File: src/rtl/track_control_core_if.sv
// Command handshake bundle for track_control_core: the host drives the command,
// the core answers with ready.
interface track_control_core_if #(
  parameter int N_TRACK = 8,
  parameter int TW      = $clog2(N_TRACK)
);
  logic               i_cmd_valid;
  logic [2:0]         i_cmd_op;
  logic [TW-1:0]      i_cmd_track;
  logic [N_TRACK-1:0] i_cmd_mask;
  logic [4:0]         i_pitch_cfg;
  logic               o_cmd_ready;

  modport master (output i_cmd_valid, i_cmd_op, i_cmd_track, i_cmd_mask, i_pitch_cfg,
                  input  o_cmd_ready);
  modport slave  (input  i_cmd_valid, i_cmd_op, i_cmd_track, i_cmd_mask, i_pitch_cfg,
                  output o_cmd_ready);
endinterface

File: src/rtl/track_control_core.sv
// Track control core: sequences SRAM track load, play, record, mix and pitch engines.
// Define CC_TIMEOUT_EN to add the MIX/PITCH watchdog (limit TIMEOUT_CYC cycles).
module track_control_core #(
  parameter int          N_TRACK     = 8,
  parameter int          AW          = 23,
  parameter logic [23:0] TIMEOUT_CYC = 24'd12_000_000
) (
  input  logic                i_clk,
  input  logic                i_rst,
  track_control_core_if.slave cmd,
  input  logic                i_load_done,
  output logic                o_play_start,
  output logic                o_play_pause,
  output logic                o_play_stop,
  input  logic                i_play_done,
  output logic [AW-1:0]       o_play_addr,
  output logic                o_rec_start,
  output logic                o_rec_pause,
  output logic                o_rec_stop,
  input  logic                i_rec_done,
  output logic [AW-1:0]       o_rec_addr,
  output logic                o_mix_start,
  output logic [N_TRACK-1:0]  o_mix_mask,
  output logic [AW-1:0]       o_mix_dst_addr,
  input  logic                i_mix_done,
  output logic                o_pitch_start,
  output logic [AW-1:0]       o_pitch_src_addr,
  output logic [AW-1:0]       o_pitch_dst_addr,
  output logic [4:0]          o_pitch_cfg,
  input  logic                i_pitch_done,
  output logic [2:0]          o_state,
  output logic [N_TRACK-1:0]  o_track_valid,
  output logic                o_err
);
  localparam int TW = $clog2(N_TRACK);

  if (N_TRACK < 2 || N_TRACK > 16 || (N_TRACK & (N_TRACK - 1)) != 0 || TIMEOUT_CYC == 24'd0)
  begin : g_bad_cfg
    $error("track_control_core: unsupported N_TRACK or TIMEOUT_CYC");
  end

  typedef enum logic [2:0] {
    IDLE = 3'd0, LOAD = 3'd1, MIX = 3'd2, PITCH = 3'd3,
    PLAY = 3'd4, RECORD = 3'd5, STOPWAIT = 3'd6
  } state_e;

  typedef enum logic [2:0] {
    OP_NOP = 3'd0, OP_PLAY = 3'd1, OP_RECORD = 3'd2, OP_MIX = 3'd3,
    OP_PITCH = 3'd4, OP_PAUSE = 3'd5, OP_STOP = 3'd6, OP_RSVD = 3'd7
  } op_e;

  function automatic logic [AW-1:0] base_addr(input logic [TW-1:0] t);
    return {t, {(AW-TW){1'b0}}};
  endfunction

  state_e             state, state_d;
  op_e                op;
  logic               ready, accept, stop_rec, stop_rec_d;
  logic               play_start_d, play_pause_d, play_stop_d;
  logic               rec_start_d, rec_pause_d, rec_stop_d;
  logic               mix_start_d, pitch_start_d, err_d;
  logic [AW-1:0]      play_addr_d, rec_addr_d, mix_dst_addr_d, pitch_src_addr_d, pitch_dst_addr_d;
  logic [N_TRACK-1:0] mix_mask_d, track_valid_d;
  logic [4:0]         pitch_cfg_d;
  logic [TW-1:0]      low_trk, rec_trk, mix_trk, pitch_trk;

`ifdef CC_TIMEOUT_EN
  logic [23:0] wd_cnt, wd_cnt_d;
  logic        wd_hit;
  assign wd_hit = (wd_cnt == TIMEOUT_CYC - 24'd1);
`endif

  assign op              = op_e'(cmd.i_cmd_op);
  assign ready           = (state == IDLE) || (state == PLAY) || (state == RECORD);
  assign cmd.o_cmd_ready = ready;
  assign accept          = cmd.i_cmd_valid & ready;
  assign o_state         = state;
  // Destination slots are recovered from the held addresses rather than kept twice.
  assign rec_trk         = o_rec_addr[AW-1 -: TW];
  assign mix_trk         = o_mix_dst_addr[AW-1 -: TW];
  assign pitch_trk       = o_pitch_dst_addr[AW-1 -: TW];

  always_comb begin
    low_trk = '0;
    for (int unsigned i = N_TRACK; i > 0; i--)
      if (cmd.i_cmd_mask[i-1]) low_trk = TW'(i - 1);
  end

  always_comb begin
    state_d          = state;
    play_start_d     = 1'b0;
    play_stop_d      = 1'b0;
    rec_start_d      = 1'b0;
    rec_stop_d       = 1'b0;
    mix_start_d      = 1'b0;
    pitch_start_d    = 1'b0;
    err_d            = 1'b0;
    play_pause_d     = o_play_pause;
    rec_pause_d      = o_rec_pause;
    play_addr_d      = o_play_addr;
    rec_addr_d       = o_rec_addr;
    mix_mask_d       = o_mix_mask;
    mix_dst_addr_d   = o_mix_dst_addr;
    pitch_src_addr_d = o_pitch_src_addr;
    pitch_dst_addr_d = o_pitch_dst_addr;
    pitch_cfg_d      = o_pitch_cfg;
    track_valid_d    = o_track_valid;
    stop_rec_d       = stop_rec;
`ifdef CC_TIMEOUT_EN
    wd_cnt_d         = wd_cnt + 24'd1;
`endif
    case (state)
      LOAD: if (i_load_done) begin
        state_d       = IDLE;
        track_valid_d = '1;
      end
      IDLE: if (accept) begin
        case (op)
          OP_NOP: begin end
          OP_PLAY:
            if (o_track_valid[cmd.i_cmd_track]) begin
              state_d      = PLAY;
              play_start_d = 1'b1;
              play_addr_d  = base_addr(cmd.i_cmd_track);
            end else err_d = 1'b1;
          OP_RECORD: begin
            state_d                          = RECORD;
            rec_start_d                      = 1'b1;
            rec_addr_d                       = base_addr(cmd.i_cmd_track);
            track_valid_d[cmd.i_cmd_track]   = 1'b0;
          end
          OP_MIX:
            if (cmd.i_cmd_mask != '0 && (cmd.i_cmd_mask & ~o_track_valid) == '0) begin
              state_d        = MIX;
              mix_start_d    = 1'b1;
              mix_mask_d     = cmd.i_cmd_mask;
              mix_dst_addr_d = base_addr(cmd.i_cmd_track);
`ifdef CC_TIMEOUT_EN
              wd_cnt_d       = '0;
`endif
            end else err_d = 1'b1;
          OP_PITCH:
            if (o_track_valid[cmd.i_cmd_track] && cmd.i_cmd_mask != '0) begin
              state_d          = PITCH;
              pitch_start_d    = 1'b1;
              pitch_src_addr_d = base_addr(cmd.i_cmd_track);
              pitch_dst_addr_d = base_addr(low_trk);
              pitch_cfg_d      = cmd.i_pitch_cfg;
`ifdef CC_TIMEOUT_EN
              wd_cnt_d         = '0;
`endif
            end else err_d = 1'b1;
          default: err_d = 1'b1;
        endcase
      end
      // A done in the same cycle as a command takes priority over it.
      PLAY:
        if (i_play_done) begin
          state_d      = IDLE;
          play_pause_d = 1'b0;
        end else if (accept) begin
          case (op)
            OP_NOP:   begin end
            OP_PAUSE: play_pause_d = ~o_play_pause;
            OP_STOP: begin
              state_d      = STOPWAIT;
              play_stop_d  = 1'b1;
              play_pause_d = 1'b0;
              stop_rec_d   = 1'b0;
            end
            default:  err_d = 1'b1;
          endcase
        end
      RECORD:
        if (i_rec_done) begin
          state_d                = IDLE;
          rec_pause_d            = 1'b0;
          track_valid_d[rec_trk] = 1'b1;
        end else if (accept) begin
          case (op)
            OP_NOP:   begin end
            OP_PAUSE: rec_pause_d = ~o_rec_pause;
            OP_STOP: begin
              state_d     = STOPWAIT;
              rec_stop_d  = 1'b1;
              rec_pause_d = 1'b0;
              stop_rec_d  = 1'b1;
            end
            default:  err_d = 1'b1;
          endcase
        end
      MIX:
        if (i_mix_done) begin
          state_d                = IDLE;
          track_valid_d[mix_trk] = 1'b1;
        end
`ifdef CC_TIMEOUT_EN
        else if (wd_hit) begin
          state_d = IDLE;
          err_d   = 1'b1;
        end
`endif
      PITCH:
        if (i_pitch_done) begin
          state_d                  = IDLE;
          track_valid_d[pitch_trk] = 1'b1;
        end
`ifdef CC_TIMEOUT_EN
        else if (wd_hit) begin
          state_d = IDLE;
          err_d   = 1'b1;
        end
`endif
      STOPWAIT:
        if (stop_rec ? i_rec_done : i_play_done) begin
          state_d = IDLE;
          if (stop_rec) track_valid_d[rec_trk] = 1'b1;
        end
      default: state_d = IDLE;
    endcase
  end

  always_ff @(posedge i_clk or negedge i_rst) begin
    if (!i_rst) begin
      state            <= LOAD;
      o_play_start     <= 1'b0;
      o_play_pause     <= 1'b0;
      o_play_stop      <= 1'b0;
      o_rec_start      <= 1'b0;
      o_rec_pause      <= 1'b0;
      o_rec_stop       <= 1'b0;
      o_mix_start      <= 1'b0;
      o_pitch_start    <= 1'b0;
      o_err            <= 1'b0;
      o_play_addr      <= '0;
      o_rec_addr       <= '0;
      o_mix_mask       <= '0;
      o_mix_dst_addr   <= '0;
      o_pitch_src_addr <= '0;
      o_pitch_dst_addr <= '0;
      o_pitch_cfg      <= '0;
      o_track_valid    <= '0;
      stop_rec         <= 1'b0;
`ifdef CC_TIMEOUT_EN
      wd_cnt           <= '0;
`endif
    end else begin
      state            <= state_d;
      o_play_start     <= play_start_d;
      o_play_pause     <= play_pause_d;
      o_play_stop      <= play_stop_d;
      o_rec_start      <= rec_start_d;
      o_rec_pause      <= rec_pause_d;
      o_rec_stop       <= rec_stop_d;
      o_mix_start      <= mix_start_d;
      o_pitch_start    <= pitch_start_d;
      o_err            <= err_d;
      o_play_addr      <= play_addr_d;
      o_rec_addr       <= rec_addr_d;
      o_mix_mask       <= mix_mask_d;
      o_mix_dst_addr   <= mix_dst_addr_d;
      o_pitch_src_addr <= pitch_src_addr_d;
      o_pitch_dst_addr <= pitch_dst_addr_d;
      o_pitch_cfg      <= pitch_cfg_d;
      o_track_valid    <= track_valid_d;
      stop_rec         <= stop_rec_d;
`ifdef CC_TIMEOUT_EN
      wd_cnt           <= wd_cnt_d;
`endif
    end
  end
endmodule
File: src/flat_wrapper.sv
// flat-port wrapper written by rule: the top's interface ports become plain ports
module track_control_core_flat 
#(
  parameter int          N_TRACK     = 8,
  parameter int          AW          = 23,
  parameter logic [23:0] TIMEOUT_CYC = 24'd12_000_000
)
  (i_clk, i_rst, i_load_done, o_play_start, o_play_pause, o_play_stop, i_play_done, o_play_addr, o_rec_start, o_rec_pause, o_rec_stop, i_rec_done, o_rec_addr, o_mix_start, o_mix_mask, o_mix_dst_addr, i_mix_done, o_pitch_start, o_pitch_src_addr, o_pitch_dst_addr, o_pitch_cfg, i_pitch_done, o_state, o_track_valid, o_err, cmd_i_cmd_valid, cmd_i_cmd_op, cmd_i_cmd_track, cmd_i_cmd_mask, cmd_i_pitch_cfg, cmd_o_cmd_ready);
  track_control_core_if #(.N_TRACK(N_TRACK)) cmd_i ();
  input  logic i_clk;
  input  logic i_rst;
  input  logic i_load_done;
  output logic o_play_start;
  output logic o_play_pause;
  output logic o_play_stop;
  input  logic i_play_done;
  output logic [AW-1:0] o_play_addr;
  output logic o_rec_start;
  output logic o_rec_pause;
  output logic o_rec_stop;
  input  logic i_rec_done;
  output logic [AW-1:0] o_rec_addr;
  output logic o_mix_start;
  output logic [N_TRACK-1:0] o_mix_mask;
  output logic [AW-1:0] o_mix_dst_addr;
  input  logic i_mix_done;
  output logic o_pitch_start;
  output logic [AW-1:0] o_pitch_src_addr;
  output logic [AW-1:0] o_pitch_dst_addr;
  output logic [4:0] o_pitch_cfg;
  input  logic i_pitch_done;
  output logic [2:0] o_state;
  output logic [N_TRACK-1:0] o_track_valid;
  output logic o_err;
  input wire logic [$bits(cmd_i.i_cmd_valid)-1:0] cmd_i_cmd_valid;
  input wire logic [$bits(cmd_i.i_cmd_op)-1:0] cmd_i_cmd_op;
  input wire logic [$bits(cmd_i.i_cmd_track)-1:0] cmd_i_cmd_track;
  input wire logic [$bits(cmd_i.i_cmd_mask)-1:0] cmd_i_cmd_mask;
  input wire logic [$bits(cmd_i.i_pitch_cfg)-1:0] cmd_i_pitch_cfg;
  output wire logic [$bits(cmd_i.o_cmd_ready)-1:0] cmd_o_cmd_ready;
  assign cmd_i.i_cmd_valid = cmd_i_cmd_valid;
  assign cmd_i.i_cmd_op = cmd_i_cmd_op;
  assign cmd_i.i_cmd_track = cmd_i_cmd_track;
  assign cmd_i.i_cmd_mask = cmd_i_cmd_mask;
  assign cmd_i.i_pitch_cfg = cmd_i_pitch_cfg;
  assign cmd_o_cmd_ready = cmd_i.o_cmd_ready;
  track_control_core #(.N_TRACK(N_TRACK), .AW(AW), .TIMEOUT_CYC(TIMEOUT_CYC)) u_core (.i_clk(i_clk), .i_rst(i_rst), .cmd(cmd_i), .i_load_done(i_load_done), .o_play_start(o_play_start), .o_play_pause(o_play_pause), .o_play_stop(o_play_stop), .i_play_done(i_play_done), .o_play_addr(o_play_addr), .o_rec_start(o_rec_start), .o_rec_pause(o_rec_pause), .o_rec_stop(o_rec_stop), .i_rec_done(i_rec_done), .o_rec_addr(o_rec_addr), .o_mix_start(o_mix_start), .o_mix_mask(o_mix_mask), .o_mix_dst_addr(o_mix_dst_addr), .i_mix_done(i_mix_done), .o_pitch_start(o_pitch_start), .o_pitch_src_addr(o_pitch_src_addr), .o_pitch_dst_addr(o_pitch_dst_addr), .o_pitch_cfg(o_pitch_cfg), .i_pitch_done(i_pitch_done), .o_state(o_state), .o_track_valid(o_track_valid), .o_err(o_err));
endmodule
File: config.mk
export PLATFORM = sky130hd
export DESIGN_NAME = track_control_core_flat
export DESIGN_NICKNAME = d
export VERILOG_FILES = /design/src/rtl/track_control_core_if.sv /design/src/rtl/track_control_core.sv /design/src/flat_wrapper.sv
export SDC_FILE = /design/constraint.sdc
export NUM_CORES = 1
export LEC_CHECK = 0
export CAP_MARGIN = 5
export CORE_ASPECT_RATIO = 0.6
export CORE_UTILIZATION = 37
export CTS_CLUSTER_SIZE = 10
export DETAILED_ROUTE_END_ITERATION = 10
export GPL_TIMING_DRIVEN = 0
export PLACE_DENSITY = 0.81
export REMOVE_ABC_BUFFERS = 1
export SLEW_MARGIN = 20
export SYNTH_ARGS = -nofsm -noshare
export SYNTH_HDL_FRONTEND = slang
export SYNTH_SLANG_ARGS = --single-unit
export TNS_END_PERCENT = 20
File: constraint.sdc
create_clock -name i_clk -period 1.9 [get_ports i_clk]
set_input_delay 0.285 -clock i_clk [delete_from_list [all_inputs] [get_ports i_clk]]
set_output_delay 0.285 -clock i_clk [all_outputs]
set_load 0.005 [all_outputs]
==> flow_summary.yaml, run 1 <==
clock_tree:
  clockBufferDepth: 2
  cts_root_buf: "clkbuf_16"
  clk_pin_slew_worst_paths_ns: 0.06
  insertion_delay_ns: 0.29
  cts_tree: "yes"
  htree_num_levels: 2
  cts-buffers-inserted: 5
  clock_sinks: 49
power_and_ir_drop:
  vdd_drop_max_mv: 0.6755
  p_switching_mw: 2.132
  clock_power_share_pct: 15.7
  power_mw: 5.732
  p_int_mw: 3.600
  power_leakage_nw: 2.088
  p_comb_share_pct: 50.7
  p_per_area_nw_per_um2: 1253
  p_seq_share_pct: 33.6
  switching_share_pct: 37.19
route:
  drt-initial-drc-count: 312
  vias: 3050
  vias_per_cell: 4.984
  wl_per_cell_um: 16.67
  drc: 0
  wirelength_um: 10200
  final_antenna_net_count: 0
  drt-pass1-iter-count: 5
critical_path:
  slowest_delay_ns: 0.49
  crit_path_end_kind: "flip-flop"
  path_class: "reg -> reg"
  crit_path_start_kind: "flip-flop"
  crit_required_ns: 2.06
  crit_arrival_ns: 2.15
  critPathMaxFanout: 4
  slowest_stage: "mux4_2"
  cp_top_family: "multiplexers"
  crit_chain: "mux4_2 > mux2i_4 > buf_6 > a211oi_1 > o41ai_2 > buf_4 > a32oi_1"
  cp_num_buf_inv: 2
yosys:
  postSynth.asyncResetShare_pct: 100.0
  yosys.area.top_type_share_pct: 33.40
  synth_warnings: 0
  ys.flop_type: "dfrtp_1"
  synthCells: 390
  synth_cell_types: 57
  synth_seq_cells: 49
  syn-cell-area_um2: 3596
  yosys.area.top_type: "dfrtp_1"
  yosysSeqAreaShare_pct: 34.13
  avgSynthCellArea_um2: 9.220
  ys_top_cells_by_area: "dfrtp_1, buf_4, o21ai_0"
  synth-edff-count: 0
sta:
  hold_violations: 0
  finalMaxSlewViolations: 0
  setup-violations-final: 35
  maxSlewHeadroom_pct: 57.68
  fin_skew_ns: 0.007925
  fmax_mhz: 501.5
  fin_crit_ns: 1.994
  finalCritPeriodShare_pct: 104.9
  whs_ns: 0.01155
  fin_ws_ns: -0.09399
  grt_setup_unrepaired: "yes"
  worst_pin_slew_ns: 0.6348
global_routing:
  grt_pass1_wl_um: 15100
  grt_pass1_vias: 2784
  grt_max_degree: 26
  antenna_found_initial: 0
  grt_overflow: 0
  grt_use_total_pct: 19.55
die:
  die_y_um: 78.37
  core_area_um2: 9290
  die_w_um: 129.3
  start_util_pct: 38.71
  ioPinCount: 176
  rows: 27
  fp.dieArea_um2: 10130
placed_design:
  port_buffers: 75
  hpwl_um: 7001
  gp_congestion: 0.8235
status:
  violations: "setup timing"
  status: "finished with violations"
final_layout:
  final_core_util_pct: 49.23
  syn2layout_area_growth_pct: 27.17
  seqCellArea_um2: 1240
  nFillCells: 855
  nNetsFinal: 509
  layout-drive-gt1-share_pct: 19.09
  diodes: 0
  multi_input_area_um2: 2003
flow_run:
  maxCapViolations: 0
min_path:
  hp-class: "in -> async"
power groups by stage:
stage	combinational, mW	sequential, mW	clock, mW
2_1_floorplan	1.16	1.84	0
3_3_place_gp	2.32	1.91	0
3_5_place_dp	2.39	1.94	0
4_1_cts	2.65	1.91	0.924
5_1_grt	3.13	1.99	0.966
6_report	2.91	1.93	0.898
worst register-to-register path: cells and delay by family, from the launching register on:
kind / cells / cell delay [ns]
buffers and inverters: 2 / 0.32
AO/OA/AOI/OAI: 3 / 0.40
flip-flops: 1 / 0.44
multiplexers: 2 / 0.70
synth_stat cells, drive strengths merged (4+ instances only):
master and count:
inv 14, buf 108, a21oi 15, nand2 16, a31oi 9, nor3b 11
nand2b 7, nor2 8, mux2i 4, nor2b 4, dfrtp 48, o21ai 38
mux2 24, nor3 21, nand3 6, clkbuf 9
worst paths after layout:
| check | from | endpoint | slack [ns] | cells past startpoint |
|---|---|---|---|---|
| worst max-delay path | u_core.o_track_valid[2] | u_core.o_state[1] | -0.09 | 7 |
| worst min-delay path | i_rst | u_core.o_rec_start | 0.01 | 1 |
| worst max register to register | u_core.o_track_valid[2] | u_core.o_state[1] | -0.09 | 7 |
| worst min register to register | u_core.o_mix_mask[0] | u_core.o_mix_mask[0] | 0.50 | 1 |
| max in group asynchronous | i_rst | u_core.o_track_valid[2] | 1.31 | 2 |
| min in group i_clk | cmd_i_cmd_track[1] | u_core.o_pitch_src_addr[21] | 0.41 | 2 |
through the flow:
step                      instances  setup WS (ns)  instance area [um^2]  setup TNS, ns
after floorplan                 372        -0.5443                  3129         -5.925
after global placement          577         -1.354                  4043         -80.24
after detailed placement        578         -1.065                  4060         -35.95
after CTS                       595       -0.06209                  4398        -0.5192
after global routing            612        -0.1399                  4573         -3.103
final                           612       -0.09399                  4573         -1.775
flip-flops by register name (all words and copies together) (netlist names), 3 cells and up:
register and flops:
u_core.o_mix_mask 8, u_core.o_state 3, u_core.o_track_valid 8, u_core.o_pitch_cfg 5
u_core.o_play_addr 3, u_core.o_rec_addr 3, u_core.o_mix_dst_addr 3, u_core.o_pitch_src_addr 3
u_core.o_pitch_dst_addr 3
routing by layer:
metal | track usage, % | up-vias | routed length (um)
met5 | 0 | - | 0
met4 | 3.176 | 0 | 118
met3 | 5.317 | 17 | 958
met2 | 29.57 | 185 | 4673
met1 | 28.06 | 1494 | 4449
li1 | - | 1354 | -
what timing repair did:
item / 4_1_cts / 5_1_grt
pin swaps: 6 / 4
endpoints found under the setup margin: 52 / 35
gates resized for setup: 47 / 18
setup buffers: 9 / 17
hold buffers: 0 / 0
cloned: 1 / 0
kinds of logic after synthesis:
family          Yosys count  synth area share, %
flops                    49                34.13
buf+inv                 133                24.98
xor+xnor                  3               0.7308
simple gates             89                14.16
compound gates           84                14.20
mux                      31                11.69
other cells               1               0.1043
final cells by class:
cell class,instances,share of cell area [%]
Multi-Input combinational cell,308,43.80
Sequential cell,49,27.11
Timing Repair Buffer,102,21.07
Tap cell,130,3.557
Clock buffer,7,3.119
Inverter,16,1.341
cell usage in the layout, fill, tap and decap left out, drive strengths merged, types with 11 or more instances in the layout:
cell type      instances
buf                   28
o21ai                 38
a21oi                 15
nor3                  21
inv                   14
dfrtp                 48
mux2                  24
nand2                 16
nor3b                 11
clkdlybuf4s50         59
conb                 100
Note: power is estimated with default switching activity, not from simulation.
==> inputs of run 2 (changes only) <==
==> constraint.sdc (replaced) <==
create_clock -name i_clk -period 1.9 [get_ports i_clk]
set_input_delay 0.38 -clock i_clk [delete_from_list [all_inputs] [get_ports i_clk]]
set_output_delay 0.38 -clock i_clk [all_outputs]
set_load 0.005 [all_outputs]
==> run 2 against run 1 <==
- the flow still finishes with violations (setup timing)
- non-clock buffer count stayed put
- wire length down 0.79%
- clock skew hardly changed
- global-route usage rose by 0.27 points
- combinational power barely moved
- sequential power about the same
- critical endpoint unchanged
==> flow_summary.yaml, run 2 (synthesis results as in run 1) <==
critical_path:
  crit_chain: "dlygate4sd2_1 > or4_4 > buf_4 > o21ai_0 > a211oi_1 > o41ai_2 > buf_4 > a32oi_1"
  slowest_delay_ns: 0.54
  cp_top_family: "buffers and inverters"
  crit_path_start_kind: "primary input"
  path_class: "in -> reg"
  cp_num_buf_inv: 3
  slowest_stage: "or4_4"
  critPathMaxFanout: 5
  crit_path_end_kind: "flip-flop"
  crit_arrival_ns: 2.11
  crit_required_ns: 2.06
  cp_common_cell: "buf_4"
final_layout:
  reg_top3: "u_core.o_mix_mask x8, u_core.o_track_valid x8, u_core.o_pitch_cfg x5"
  layout-drive-gt1-share_pct: 18.88
  final_core_util_pct: 49.02
  syn2layout_area_growth_pct: 26.65
  final_area_um2: 4554
  final_cell_mix: "conb_1, clkdlybuf4s50_1, dfrtp_1"
  diodes: 0
  nFillCells: 853
  nNetsFinal: 509
  final_common_cell: "conb_1"
die:
  fp.dieArea_um2: 10130
  start_util_pct: 38.71
  core_area_um2: 9290
  die_y_um: 78.37
  ioPinCount: 176
  die_w_um: 129.3
  rows: 27
sta:
  setup-violations-final: 27
  whs_ns: 0.1025
  hold_violations: 0
  fin_ws_ns: -0.05418
  grt_setup_unrepaired: "yes"
  worst_pin_slew_ns: 0.6247
  maxSlewHeadroom_pct: 58.35
  tns_ns: -0.6635
  fin_crit_ns: 1.954
  fmax_mhz: 511.7
  finalCritPeriodShare_pct: 102.9
  fin_skew_ns: 0.008323
  finalMaxSlewViolations: 0
global_routing:
  antenna_found_initial: 0
  grt_use_total_pct: 19.82
  grt_max_degree: 26
  grt_overflow: 0
  grt_pass1_wl_um: 15350
  grt_pass1_vias: 2842
clock_tree:
  clock_sinks: 49
  clockBufferDepth: 2
  clk_pin_slew_worst_paths_ns: 0.06
  htree_num_levels: 2
  insertion_delay_ns: 0.29
  cts_tree: "yes"
  cts-buffers-inserted: 5
  cts_root_buf: "clkbuf_16"
route:
  drt-pass1-iter-count: 6
  drt-initial-drc-count: 359
  wl_per_cell_um: 16.53
  wirelength_um: 10120
  vias_per_cell: 4.949
  drc: 0
  vias: 3029
  final_antenna_net_count: 0
power_and_ir_drop:
  p_per_area_nw_per_um2: 1256
  vdd_drop_max_mv: 0.6695
  power_leakage_nw: 2.072
placed_design:
  hpwl_um: 7001
  gp_congestion: 0.8235
  placed_cell_area_um2: 4060
  port_buffers: 75
  place_ws_ns: -1.160
status:
  violations: "setup timing"
  status: "finished with violations"
min_path:
  hp-class: "in -> async"
flow_run:
  maxCapViolations: 0
==> run 2: changes by cell type in the layout (fill, tap and decap cells not counted), sizes merged <==
cell	before	now
buf	28	29
dlygate4sd2	10	8
clkdlybuf4s50	59	58
clkdlybuf4s15	2	5
dlymetal6s2s	1	0
==> run 2: final timing paths <==
kind | depth (start not counted) | from | end | slack (ns)
setup / recovery | 8 | cmd_i_cmd_mask[3] | u_core.o_state[1] | -0.05
hold / removal | 1 | i_rst | u_core.o_rec_start | 0.10
setup reg to reg | 5 | u_core.o_state[1] | u_core.o_track_valid[6] | -0.04
hold reg to reg | 1 | u_core.o_mix_mask[1] | u_core.o_mix_mask[1] | 0.50
max in group asynchronous | 2 | i_rst | u_core.o_track_valid[2] | 1.23
min in group i_clk | 2 | cmd_i_cmd_mask[4] | u_core.o_mix_mask[4] | 0.41
==> run 2: area by class of cell <==
type | instances | area, um^2 | area share (%)
clock buffer | 7 | 142.6 | 3.132
inverter | 16 | 61.31 | 1.346
multi-input combinational | 308 | 1998 | 43.87
sequential | 49 | 1237 | 27.17
tap | 130 | 162.7 | 3.571
timing repair buffer | 102 | 952.2 | 20.91
==> run 2: layer usage <==
layer | GRT usage [%] | wire length [um] | part of all wire (%)
met1 | 28.32 | 4348 | 43
met2 | 29.41 | 4626 | 46
met4 | 4.471 | 154 | 1.5
met5 | 0 | 0 | 0
met3 | 5.590 | 989 | 9.8
==> run 2: timing repair <==
item | 4_1_cts | 5_1_grt
resized for setup | 57 | 12
buffers inserted | 14 | 12
pin swaps | 9 | 6
hold buffers | 0 | 0
setup endpoints to repair | 52 | 34
cloned | 1 | 0
==> run 2: per-stage QoR <==
stage               total power [mW]  instances
finish                         5.722        612
global route                   6.077        612
CTS                            5.544        600
detailed placement             4.330        578
global placement               4.225        577
floorplan                      3.004        372
==> run 2: power breakdown <==
group	leakage, nW	internal (mW)	switching [mW]
Clock	0.0700	0.518	0.381
Sequential	0.594	1.44	0.477
Combinational	1.41	1.64	1.27
==> run 2: worst register-to-register path, stage by stage (launching register included) <==
cell and delay (ns):
dfrtp_4 0.49, buf_4 0.15, mux4_2 0.51, o21a_1 0.26, nand2_1 0.25, o21ai_0 0.14
